==> src/rtl/sva_result_collector.sv <==
// Result collector for SVA checker pulses: counts success, failure and lazy-success pulses,
// captures the first failing round, and queues one fail record per failing round.
module sva_result_collector #(
  parameter int unsigned CNT_W      = 16,
  parameter int unsigned FIFO_DEPTH = 4
) (
  input  logic             sys_clk,
  input  logic             sys_rst_n,
  input  logic             clr,
  input  logic             round_start,
  input  logic             succ,
  input  logic             fail,
  input  logic             lazy_succ,
  output logic             rec_valid,
  input  logic             rec_ready,
  output logic [CNT_W-1:0] rec_round,
  output logic [CNT_W-1:0] succ_cnt,
  output logic [CNT_W-1:0] fail_cnt,
  output logic [CNT_W-1:0] lazy_cnt,
  output logic [CNT_W-1:0] round_cnt,
  output logic             first_fail_vld,
  output logic [CNT_W-1:0] first_fail_round,
  output logic             overflow,
  output logic [1:0]       verdict
);

  localparam int unsigned PtrW = (FIFO_DEPTH > 1) ? $clog2(FIFO_DEPTH) : 1;
  localparam logic [CNT_W-1:0] CntOne  = {{(CNT_W-1){1'b0}}, 1'b1};
  localparam logic [PtrW-1:0]  PtrOne  = {{(PtrW-1){1'b0}}, 1'b1};
  localparam logic [PtrW:0]    OccOne  = {{PtrW{1'b0}}, 1'b1};
  localparam logic [PtrW:0]    OccFull = (PtrW+1)'(FIFO_DEPTH);

  typedef enum logic [0:0] {StIdle, StRun} state_e;

  state_e           state_q;
  logic             sync_rst;
  logic             active;
  logic [CNT_W-1:0] cur_idx;

  logic [CNT_W-1:0] succ_cnt_q, fail_cnt_q, lazy_cnt_q, round_cnt_q;
  logic             round_fail_q;
  logic             ff_vld_q;
  logic [CNT_W-1:0] ff_round_q;
  logic             overflow_q;

  logic [CNT_W-1:0] mem_q [FIFO_DEPTH];
  logic [PtrW-1:0]  wptr_q, rptr_q;
  logic [PtrW:0]    occ_q;
  logic             push, pop, full, do_push;

  // clr has exactly the reset effect, so both fold into one synchronous clear.
  assign sync_rst = !sys_rst_n || clr;

  // The IDLE->RUN cycle already belongs to round 0, so its pulses are counted.
  assign active = (state_q == StRun) || round_start;

  always_comb begin
    cur_idx = round_cnt_q;
    if (state_q == StIdle) begin
      cur_idx = '0;
    end else if (round_start) begin
      cur_idx = round_cnt_q + CntOne;
    end
  end

  always_ff @(posedge sys_clk) begin
    if (sync_rst) begin
      state_q <= StIdle;
    end else begin
      unique case (state_q)
        StIdle:  if (round_start) state_q <= StRun;
        StRun:   state_q <= StRun;
        default: state_q <= StIdle;
      endcase
    end
  end

  always_ff @(posedge sys_clk) begin
    if (sync_rst) begin
      succ_cnt_q  <= '0;
      fail_cnt_q  <= '0;
      lazy_cnt_q  <= '0;
      round_cnt_q <= '0;
    end else begin
      if (active && succ && (succ_cnt_q != '1)) succ_cnt_q <= succ_cnt_q + CntOne;
      if (active && fail && (fail_cnt_q != '1)) fail_cnt_q <= fail_cnt_q + CntOne;
      if (active && lazy_succ && (lazy_cnt_q != '1)) lazy_cnt_q <= lazy_cnt_q + CntOne;
      if ((state_q == StRun) && round_start) round_cnt_q <= round_cnt_q + CntOne;
    end
  end

  // A fail coincident with round_start belongs to the new round, so set beats clear.
  always_ff @(posedge sys_clk) begin
    if (sync_rst) begin
      round_fail_q <= 1'b0;
    end else if (active) begin
      if (fail) begin
        round_fail_q <= 1'b1;
      end else if (round_start) begin
        round_fail_q <= 1'b0;
      end
    end
  end

  always_ff @(posedge sys_clk) begin
    if (sync_rst) begin
      ff_vld_q   <= 1'b0;
      ff_round_q <= '0;
    end else if (active && fail && !ff_vld_q) begin
      ff_vld_q   <= 1'b1;
      ff_round_q <= cur_idx;
    end
  end

  assign push    = active && fail && (!round_fail_q || round_start);
  assign full    = (occ_q == OccFull);
  assign pop     = rec_valid && rec_ready;
  // On a full FIFO a simultaneous pop frees the slot being written.
  assign do_push = push && (!full || pop);

  always_ff @(posedge sys_clk) begin
    if (sync_rst) begin
      for (int unsigned i = 0; i < FIFO_DEPTH; i++) begin
        mem_q[i] <= '0;
      end
      wptr_q     <= '0;
      rptr_q     <= '0;
      occ_q      <= '0;
      overflow_q <= 1'b0;
    end else begin
      if (do_push) begin
        mem_q[wptr_q] <= cur_idx;
        wptr_q        <= wptr_q + PtrOne;
      end
      if (pop) begin
        rptr_q <= rptr_q + PtrOne;
      end
      if (do_push && !pop) begin
        occ_q <= occ_q + OccOne;
      end else if (pop && !do_push) begin
        occ_q <= occ_q - OccOne;
      end
      if (push && !do_push) begin
        overflow_q <= 1'b1;
      end
    end
  end

  always_comb begin
    verdict = 2'b00;
    if (fail_cnt_q != '0) begin
      verdict = 2'b10;
    end else if (succ_cnt_q != '0) begin
      verdict = 2'b01;
    end else if (lazy_cnt_q != '0) begin
      verdict = 2'b11;
    end
  end

  assign rec_valid        = (occ_q != '0);
  assign rec_round        = mem_q[rptr_q];
  assign succ_cnt         = succ_cnt_q;
  assign fail_cnt         = fail_cnt_q;
  assign lazy_cnt         = lazy_cnt_q;
  assign round_cnt        = round_cnt_q;
  assign first_fail_vld   = ff_vld_q;
  assign first_fail_round = ff_round_q;
  assign overflow         = overflow_q;

endmodule

==> config.mk <==
export PLATFORM = sky130hd
export DESIGN_NAME = sva_result_collector
export DESIGN_NICKNAME = d
export VERILOG_FILES = /design/src/rtl/sva_result_collector.sv
export SDC_FILE = /design/constraint.sdc
export NUM_CORES = 1
export LEC_CHECK = 0
export ABC_CLOCK_PERIOD_IN_PS = 6500
export CAP_MARGIN = 20
export CELL_PAD_IN_SITES_DETAIL_PLACEMENT = 1
export CELL_PAD_IN_SITES_GLOBAL_PLACEMENT = 1
export CORE_ASPECT_RATIO = 0.7
export CORE_MARGIN = 2
export CORE_UTILIZATION = 35
export DETAILED_ROUTE_END_ITERATION = 8
export PLACE_DENSITY = 0.78
export REMOVE_ABC_BUFFERS = 1
export SYNTH_ARGS = -nofsm -noshare
export SYNTH_HDL_FRONTEND = slang
export SYNTH_SLANG_ARGS = --single-unit
==> constraint.sdc <==
create_clock -name sys_clk -period 6.5 [get_ports sys_clk]
set_input_delay 1.3 -clock sys_clk [delete_from_list [all_inputs] [get_ports sys_clk]]
set_output_delay 1.3 -clock sys_clk [all_outputs]
set_load 0.05 [all_outputs]
## Yosys cells after proc, flatten, opt, wreduce, memory -nomap -nowiden

Memories as Yosys holds them, arrays and structs flattened. A register that Yosys moved wholly into a read port is not among the register bits.
Cells that the tools add are included.
Widths: inputs -> output; s select.

| storage, ports and cells | value |
|---|---|
| input bits | 8 |
| logic and storage cells | 79 |
| memory bits (writable) | 64 |
| register bits | 91 |
| memories kept | 1 |
| output and inout port bits | 101 |

Memories:

| name | depth | bits a word | read ports | clocked after memory_dff | wr ports | line | RTL |
|---|---|---|---|---|---|---|---|
| mem_q | 4 | 16 | 1 | 1 | 4 | 46 | `logic [CNT_W-1:0] mem_q [FIFO_DEPTH];` |

| operators by class | value |
|---|---|
| bitwise operators | 1 |
| mux-type cells | 21 |
| eq/ne operators | 4 |
| add/sub/neg operators | 8 |
| reductions and logical operators | 32 |

Operators with widths:

| kind | count |
|---|---|
| $add 16x1->16 const B | 4 |
| $mux 16 | 3 |
| $ne 16x16->1 const B | 3 |
| $reduce_bool 16->1 | 3 |
| $reduce_or 16->1 | 1 |
| $logic_and 1x1->1 | 14 |
| $mux 2 | 6 |
| $mux 1 | 9 |
| $logic_not 1->1 | 6 |
| $mux 3 | 2 |
| $add 2x1->2 const B | 2 |
| $logic_or 1x1->1 | 4 |
| $reduce_bool 2->1 | 2 |
| $add 3x1->3 const B | 1 |
| $eq 3x3->1 const B | 1 |
| $reduce_bool 3->1 | 1 |
| $sub 3x1->3 const B | 1 |
| $pmux 1 s2 | 1 |
| $reduce_and 2->1 | 1 |
| $not 1->1 | 1 |

## Logic depth before layout (Yosys ltp)

| depth | value |
|---|---|
| word-level depth | 9 |
| mapped depth | 8 |
| gate-level depth less buffers | 8 |

## Worst setup path after synthesis

Ideal clock, no wire load.

| timing | value |
|---|---|
| path kind | input to register |
| start | in round_start |
| end | mem mem_q[3][0], enable pin |
| arrival time | 2.979 ns |
| stages | 4 |
| buffers on the path | 1 |
| required time | 6.089 ns |
| path slack | 3.110 ns |
| library setup time | 0.411 ns |
| path through | buf_2 -> o211a_1 -> nand2_1 -> o21ai_0 |

RTL lines:

| element | line | RTL |
|---|---|---|
| from (decl) | 10 | `input logic round_start,` |
| to (decl) | 46 |  |

==> out/results.txt <==
The run finished with clean final reports. The number of resized instances in the post-cts repair step was 0; the number of failing hold endpoints at the final stage was 0. The detailed router finished its first iteration with 472 violations. For this design the static power due to leakage is 3.00 nW. For the starting density of the core, the log shows 35.3%. Prior to clock tree synthesis, the placed netlist has a worst setup slack of 1.86 ns.

The via-per-instance ratio came out at 5.21. The number of sinks driven by the clock tree was 157. The area added between synthesis and finish was 26.9%; the global router's overall resource usage was 19.1%. The die outline width was 176 microns; the clock period minus worst slack was 4.25 ns. In this run the count of I/O pins placed on the die edge is 109. The placeable core region came out at 20500 sq um. STA classifies the critical path endpoint as a flop. The sequential cells in the finished layout cover a total of 3780 sq um.

Along the worst path, the maximum fanout reaches 19. The worst-path cell with the longest stage delay is sky130_fd_sc_hd__o2111ai_2. The run gives 5736 as the number of global-route vias before repair.

Counting stages on the worst path, the most repeated cell is sky130_fd_sc_hd__nand2_1. The run gives 0 as the overall overflow remaining after global route. The final layout contains 832 nets. The largest single stage delay on the critical path is 0.92 ns. The number of H-tree levels was 4; the count of TritonRoute iterations in the first routing pass was 4. The net switching power is 539 uW, and the max-capacitance violation count is 0.

The final critical path takes up 65.4% of the cycle. The floorplan has 44 rows. The clock transition at the register clock pins on the worst setup and hold paths after CTS is 0.06 ns. Wires add up to 20200 microns.

The remaining antenna violation count is 0, and the share of power burned in the clock network is 46.5%. The number of placed instances, taps included, is 1071. The die covers 21900 sq um.

The tools report the critical path startpoint category as an input pin. The most numerous cell in the Yosys netlist is sky130_fd_sc_hd__nor2_1. STA puts the critical path data required time at 6.50 ns. The accumulated negative setup slack is 0 ns, and the area of the multi-input gates is 3270 sq um. For the initial antenna violation count, the log shows 0.

The transition time at the pin with the least slew margin came out at 0.877 ns. Routability-driven placement finished with a final weighted congestion of 0.773. Dividing total power by cell area gives a power density of 244 nW/um^2. After technology mapping, the gate count stands at 714. The headroom to the max-slew limit is 41.0%, and the maximum buffer depth of the clock tree is 2. In this run the register-to-register setup slack is 3.44 ns. The final routed wire length divided by cell count works out to 18.3 microns. Of the total power, registers draw 47.1%. The post-synthesis sequential area ratio is 52.2%, and the upper clock frequency limit is 235 MHz. Excluding fillers, the count of instances in the completed layout stands at 1104. Among all flip-flop cells after synthesis, the most frequent one is sky130_fd_sc_hd__dfxtp_1. Each instance of the synthesized netlist takes up on average 10.2 sq um.

In this run, CTS created clock tree buffers numbering 17. The cell area that synthesis handed to floorplanning was 7250 sq um. The largest total area in the synthesized netlist belongs to sky130_fd_sc_hd__edfxtp_1. For this block, the via count after detailed routing is 5757. Entering global routing, the biggest net connects 47 pins.

The worst path meets setup with 2.25 ns of slack. The worst-case IR drop observed on VDD is 150 uV. Clock latency on the worst-skew pair, taken at its later pin, is 0.43 ns.

Data arrives at the worst endpoint at 4.25 ns. The filler cells instantiated in the layout total 2255. The share of total power in combinational logic was 6.3%.

The run gives 0.0123 ns as the worst clock skew on the final layout. The path class of the lowest-slack min-delay path was reg2reg. During synthesis, Yosys emitted a total of 0 warnings. Cells fill 44.8% of the core in the end.

Net switching is 24.0% of the power. The first global-routing pass estimated 32600 microns of wire. The share of synthesized area in the top cell type comes to 26.5%. The overall die height was 124 microns; the number of buffers added to fix hold violations after cts was 0. The flop and latch count out of synthesis is 157. The final number of max-transition violations was 0. Synthesis instantiated 61 different standard cells from the library. By count the netlist is led by sky130_fd_sc_hd__nor2_1 (150), sky130_fd_sc_hd__dfxtp_1 (93), sky130_fd_sc_hd__edfxtp_1 (64). The number of buffer cells added on primary ports is 108. The signal on the critical path passes through clkdlybuf4s50_1, o2111ai_2, nor2_1, nand2_1, nand2_1.

The fraction of layout instances using a drive strength above 1 came out at 9.30%. The half-perimeter wire length of the detailed placement result came out at 14500 microns. Setup repair after global routing left no endpoint under its margin. The startpoint-to-endpoint class of the critical path was in2reg. After synthesis, the share of flip-flops with an asynchronous set or reset is 0%. Counting flops with a built-in enable in the synthesized netlist gives 64. 0 antenna diodes ended up in the layout. By area the synthesized netlist is led by sky130_fd_sc_hd__edfxtp_1 (27%), sky130_fd_sc_hd__dfxtp_1 (26%), sky130_fd_sc_hd__nor2_1 (7.8%), sky130_fd_sc_hd__mux4_2 (5.0%), sky130_fd_sc_hd__xor2_1 (4.4%). TritonCTS built the clock tree. The remaining design rule violation count came out at 0. The root buffer cell is sky130_fd_sc_hd__clkbuf_16. In this run the post-CTS setup repair buffer count came out at 0.

Setup violations remaining at the end of the flow were counted as 0. Cell internal power was estimated by the tool at 1.71 mW.
[registers in the layout, summed over array words and instances, names as in the netlist, 2 cells and up, named ones only]
name              flops
first_fail_round     16
rptr_q                2
wptr_q                2
fail_cnt             16
lazy_cnt             16
succ_cnt             16
mem_q                64
round_cnt            16
occ_q                 3
[kinds of logic after synthesis]
family / after synthesis / share of synthesized area, %
mux: 22 / 5.85
xor+xnor: 67 / 8.10
buf+inv: 48 / 2.81
simple gates: 340 / 22.5
flops: 157 / 52.2
compound gates: 71 / 6.84
fa+ha+maj: 9 / 1.66
[final timing paths]
path,startpoint,endpoint,cells past startpoint
max,round_start,mem_q[0][0]$_SDFFCE_PN0P_,5
min,first_fail_round[7]$_SDFFE_PP0P_,first_fail_round[7]$_SDFFE_PP0P_,2
max reg2reg,occ_q[0]$_SDFFE_PP0P_,mem_q[0][0]$_SDFFCE_PN0P_,5
min reg2reg,first_fail_round[7]$_SDFFE_PP0P_,first_fail_round[7]$_SDFFE_PP0P_,2
[power groups by stage]
stage          combinational [mW]  sequential (mW)  clock [mW]
3_5_place_dp                0.141             1.08           0
6_report                    0.142             1.06        1.04
2_1_floorplan              0.0872             1.08           0
4_1_cts                     0.142             1.06        1.06
3_3_place_gp                0.137             1.08           0
5_1_grt                     0.153             1.06        1.11
[worst max-delay path: cells and delay by family]
family / cells / cell delay [ns]
buffers and inverters: 1 / 0.79
and+or+nand+nor: 3 / 1.23
AOI/OAI and AO/OA: 1 / 0.92
[layout by cell type (no fill, tap or decap), types with 5 or more instances in the layout]
cell                              Yosys  final
sky130_fd_sc_hd__buf_4                2      5
sky130_fd_sc_hd__nand4_1             21     21
sky130_fd_sc_hd__nand2_1             54     54
sky130_fd_sc_hd__o21ai_0             17     16
sky130_fd_sc_hd__nor4_1              12     12
sky130_fd_sc_hd__nand2b_1            12     11
sky130_fd_sc_hd__inv_6                0      6
sky130_fd_sc_hd__dfxtp_1             93     93
sky130_fd_sc_hd__inv_1               16     16
sky130_fd_sc_hd__edfxtp_1            64     64
sky130_fd_sc_hd__nor2_1             150    150
sky130_fd_sc_hd__or3_1                6      6
sky130_fd_sc_hd__mux4_2              16     16
sky130_fd_sc_hd__xor2_1              36     36
sky130_fd_sc_hd__a211oi_1             7      7
sky130_fd_sc_hd__and3_1               7      7
sky130_fd_sc_hd__nor3_1              16     16
sky130_fd_sc_hd__nand3_1             33     33
sky130_fd_sc_hd__xnor2_1             31     31
sky130_fd_sc_hd__a21oi_1             20     20
sky130_fd_sc_hd__clkbuf_16            0     17
sky130_fd_sc_hd__clkdlybuf4s50_1      0    108
sky130_fd_sc_hd__ha_1                 8      8
[area by class of cell]
cell class / count / area share (%)
timing repair buffer: 114 / 12.3
sequential: 157 / 41.1
clock buffer: 18 / 4.67
tap: 276 / 3.76
multi-input combinational: 509 / 35.5
clock inverter: 14 / 1.95
inverter: 16 / 0.653
[routing by layer]
metal | global-route usage [%] | vias up | wire length, microns
met2 | 27.6 | 121 | 8620
met3 | 4.21 | 16 | 913
li1 | - | 2752 | -
met1 | 29.3 | 2868 | 10500
met4 | 3.89 | 0 | 203
met5 | 0 | - | 0
[stage by stage]
stage	hold slack [ns]	total power, mW	cell area [sq um]
global placement	0.443	1.22	8570
CTS	0.460	2.26	9180
detailed placement	0.446	1.22	8570
floorplan	0.450	1.17	7100
finish	0.460	2.24	9200
global route	0.480	2.32	9200
Power figures use the tool's default switching activity.
